## config.mk

```make
export PLATFORM = sky130hd
export DESIGN_NAME = ops_queue
export DESIGN_NICKNAME = d
export VERILOG_FILES = /design/src/rtl/ops_queue.sv
export SDC_FILE = /design/constraint.sdc
export NUM_CORES = 1
export LEC_CHECK = 0
export ABC_AREA = 1
export CAP_MARGIN = 20
export CORE_AREA = 3 3 84 86
export CTS_CLUSTER_SIZE = 12
export DETAILED_ROUTE_END_ITERATION = 6
export DIE_AREA = 0 0 87 89
export GPL_TIMING_DRIVEN = 1
export PLACE_DENSITY = 0.7
export SLEW_MARGIN = 15
export SYNTH_ARGS = -nofsm -noshare
export SYNTH_HDL_FRONTEND = slang
export SYNTH_SLANG_ARGS = --single-unit
```

## constraint.sdc

```tcl
create_clock -name clk -period 2.7 [get_ports clk]
set_input_delay 0.27 -clock clk [delete_from_list [all_inputs] [get_ports clk]]
set_output_delay 0.27 -clock clk [all_outputs]
set_load 0.05 [all_outputs]
```

## src/rtl/ops_queue.sv

```systemverilog
// Operand-pair FIFO in front of the GCD unit: circular buffer with wrap-bit pointers.
// Optional same-cycle pass-through when empty is enabled by defining OPS_QUEUE_BYPASS_EN.
module ops_queue #(
  parameter int unsigned WL    = 8,
  parameter int unsigned DEPTH = 4,
  parameter int unsigned AW    = $clog2(DEPTH)
) (
  input  logic          clk,
  input  logic          rst_b,
  input  logic [WL-1:0] in_a,
  input  logic [WL-1:0] in_b,
  input  logic          in_val,
  output logic          in_rdy,
  output logic [WL-1:0] op_a,
  output logic [WL-1:0] op_b,
  output logic          ops_val,
  input  logic          ops_rdy,
  output logic [AW:0]   count
);

  logic [AW:0]   wr_ptr_q, wr_ptr_d;
  logic [AW:0]   rd_ptr_q, rd_ptr_d;
  logic [WL-1:0] mem_a_q [DEPTH];
  logic [WL-1:0] mem_b_q [DEPTH];
  logic          empty, full, push, pop, bypass;

  assign empty  = (wr_ptr_q == rd_ptr_q);
  assign full   = (wr_ptr_q[AW-1:0] == rd_ptr_q[AW-1:0]) && (wr_ptr_q[AW] != rd_ptr_q[AW]);
  // Gated by rst_b so the queue refuses pairs while held in reset.
  assign in_rdy = rst_b & ~full;
  assign count  = wr_ptr_q - rd_ptr_q;

`ifdef OPS_QUEUE_BYPASS_EN
  assign bypass = rst_b & empty & in_val & ops_rdy;

  always_comb begin
    ops_val = 1'b0;
    op_a    = '0;
    op_b    = '0;
    if (!empty) begin
      ops_val = 1'b1;
      op_a    = mem_a_q[rd_ptr_q[AW-1:0]];
      op_b    = mem_b_q[rd_ptr_q[AW-1:0]];
    end else if (rst_b && in_val) begin
      ops_val = 1'b1;
      op_a    = in_a;
      op_b    = in_b;
    end
  end
`else
  assign bypass = 1'b0;

  always_comb begin
    ops_val = 1'b0;
    op_a    = '0;
    op_b    = '0;
    if (!empty) begin
      ops_val = 1'b1;
      op_a    = mem_a_q[rd_ptr_q[AW-1:0]];
      op_b    = mem_b_q[rd_ptr_q[AW-1:0]];
    end
  end
`endif

  // A bypassed pair is consumed directly and never touches storage.
  assign push = in_val & in_rdy & ~bypass;
  assign pop  = ops_val & ops_rdy & ~empty;

  assign wr_ptr_d = wr_ptr_q + {{AW{1'b0}}, push};
  assign rd_ptr_d = rd_ptr_q + {{AW{1'b0}}, pop};

  always_ff @(posedge clk or negedge rst_b) begin
    if (!rst_b) begin
      wr_ptr_q <= '0;
      rd_ptr_q <= '0;
    end else begin
      wr_ptr_q <= wr_ptr_d;
      rd_ptr_q <= rd_ptr_d;
    end
  end

  always_ff @(posedge clk) begin
    if (push) begin
      mem_a_q[wr_ptr_q[AW-1:0]] <= in_a;
      mem_b_q[wr_ptr_q[AW-1:0]] <= in_b;
    end
  end

endmodule

```

==> flow_results.org <==
** Clock network
- The number of setup buffers added after CTS is 0.
- Clock tree synthesis found a total of 70 sinks.
- The number of hold buffers added after CTS was 0.
- After clock tree synthesis, the clock-pin slew on the worst setup and hold paths is approximately 70 ps.
- TritonCTS built the clock tree.
- Root Buffer Master :: clkbuf_8
- Clock insertion delay at the later pin of the skew report :: ~330 ps
- In this run, CTS created clock tree buffers numbering 9.
- In this run the deepest clock path goes through 2 buffers.
- Post-CTS repair changed the size of 0 cells.
- # H-tree levels :: 3

** Detailed routing
- The routed layout has approximately 2000 vias.
- Wires add up to 5840 um.
- Antenna viol nets, final :: 0
- After the first detailed-routing iteration, the DRC count stood at between 90 and 100.
- After detailed routing, the number of vias per cell comes to about 4.8.
- After detailed routing, the number of remaining DRC violations is 0.
- In the final routed layout, each cell accounts on average for between 10 and 15 um.
- DRT Pass-1 Iters :: 4

** Yosys
- Mean Syn Cell Area :: about 11 um^2
- Sequential fraction of the synthesis area :: approximately two thirds
- For this run, asynchronously set or reset flops after synthesis account for about 8.6%.
- Distinct cells, synth :: 20
- The number of nets handed over by synthesis was 309.
- The synthesized design contains between 60 and 70 enable-type register cells.
- Counting every instance in the synthesized netlist gives 282.
- Synth Warn # :: 0
- Post-synth design cell area :: 3094 um^2
- Synthesis inferred 70 register bits.
- In the synthesized netlist the dominant register cell turns out to be edfxtp_1.

** Setup path
- Critical Path Most Common Cell :: nand2_1
- Worst setup path class :: reg -> out
- Crit-path max cell delay :: between 400 and 500 ps
- Critical path capture point type :: output pin
- Grouping stages by cell kind, the critical path spends the most delay in buffers and inverters.
- Peak fanout along the critical path :: 32
- CP max-delay cell :: inv_2
- Worst path buffer plus inverter count :: 3
- Required time of the critical path :: approximately 2400 ps
- STA classifies the critical path startpoint as a register.
- Data arrives at the worst endpoint at 2110 ps.
- The signal on the critical path passes through buf_4 -> inv_2 -> nand2_1 -> nand2_1 -> nand2_1 -> a21oi_1 -> buf_4.

** STA
- Actual slew at the worst max-slew pin :: around 560 ps
- Total Negative Setup Slacks :: 0 ps
- Final count of hold timing violations :: 0
- The final critical path takes up about nine tenths of the cycle.
- Worst setup skew after layout :: 5.860 ps
- RSZ-0062 raised after global routing :: false
- Count of final max-slew check failures :: 0
- Relative max-transition margin :: a little over three fifths
- Setup violations remaining at the end of the flow were counted as 0.
- Tmin final :: approximately 2400 ps
- Timing would allow up to approximately 0.42 GHz.

** Finish
- In the final layout, the share of cells above drive strength 1 is 18.10%.
- The library cells used most frequently in the layout, excluding fill and tap cells, are nand2_1, edfxtp_1, inv_1, buf_4, clkdlybuf4s50_1.
- Measured on the finished design, the core utilization comes to around three fifths.
- Number of nets in the layout :: ~360
- 0 antenna diodes ended up in the layout.
- Most common library cell in the layout ignoring fill and taps :: nand2_1
- # fillers :: around 530
- From synthesis to final layout, the design area changed by 22.28%.

** Global route
- Entering global routing, the biggest net connects 33 pins.
- The first global-routing pass estimated around 9600 um of wire.
- Number of antenna violations at the first check in global routing :: 0
- Global routing finished with a remaining overflow of 0.
- Tot GR Track Use :: between 10% and 20%
- The via count of the first global-routing pass was 1997.

** Run
- Number of max-cap violations :: 0

** Die
- Number of standard-cell rows in the floorplan :: 29
- The total area inside the core boundary comes to around 6300 um^2.
- From left edge to right edge, the die measures slightly below 90 um.
- Effective utilization at floorplan :: between 40% and 50%
- The die covers slightly below 8000 um^2.
- Measured along the y axis, the die boundary spans 89 um.
- 41 I/O pins were placed.

** Status
- Status :: finished clean

** Place
- At the end of routability-driven placement, the weighted congestion stood at about 0.73.
- Port buffering added 40 buffers.
- Detailed placement ended at an HPWL of 3723 um.

** Hold path
- Class of the most critical hold timing path :: in -> async
==> layer usage <==
metal  track usage [%]  share of wire [%]
met4             10.34                1.6
met1             20.35                 43
met5                 0                  0
met2             28.57                 51
met3             2.765                3.9
==> metrics by stage <==
step	instance area [um^2]	hold slack, ps	setup WS [ps]	std cells
after floorplan	3094	-25.59	25.39	282
after global placement	3570	501.2	748.1	398
after detailed placement	3570	511.5	622.9	398
after CTS	3784	194.8	288.0	414
after global routing	3784	205.2	164.4	414
final	3784	210.1	319.3	414
==> synthesized netlist by cell type (2+ instances only) <==
cell type	instances	area share [%]
a21oi_2	8	2.3
a21oi_1	8	1.3
nand3_1	18	2.9
inv_1	40	4.9
nand2_1	105	13
edfxtp_1	64	62
ha_1	6	2.4
nor2_1	4	0.49
inv_2	4	0.49
dfrtp_1	6	4.9
xor2_1	3	0.85
buf_4	2	0.49
buf_2	7	1.1
==> worst paths after layout <==
path	slack, ps	cells past startpoint	from	end
setup / recovery	320	7	rd_ptr_q[0]	op_b[7]
hold / removal	210	1	rst_b	wr_ptr_q[0]
setup reg to reg	610	8	wr_ptr_q[0]	mem_b_q[0][5]
hold reg to reg	520	1	wr_ptr_q[2]	wr_ptr_q[2]
max in group asynchronous	2220	1	rst_b	rd_ptr_q[0]
min in group clk	520	1	wr_ptr_q[2]	wr_ptr_q[2]
==> kinds of logic (layout without fill, tap and decap cells) <==
logic type | count (synthesis) | count (layout) | synth area share [%]
xor+xnor | 3 | 3 | 0.8493
fa+ha+maj | 7 | 7 | 3.073
simple gates | 130 | 130 | 17.35
flops | 70 | 70 | 66.96
compound gates | 17 | 17 | 3.801
buf+inv | 55 | 110 | 7.966
==> state kept, by name (all words and copies together) (netlist names) <==
name and count:
wr_ptr_q 3, mem_b_q 32, mem_a_q 32, rd_ptr_q 3
==> final cells by class <==
type                       instances  area [um^2]  share of cell area (%)
clock buffer                      10        127.6                   3.373
clock inverter                     6        86.33                   2.282
inverter                          44        165.2                   4.365
multi-input combinational        157        775.7                   20.50
sequential                        70         2072                   54.76
tap                               77        96.34                   2.546
timing repair buffer              50        460.4                   12.17
Power is not shown: default switching activity piles up to over one toggle a cycle in this logic, so the estimate is an artifact.
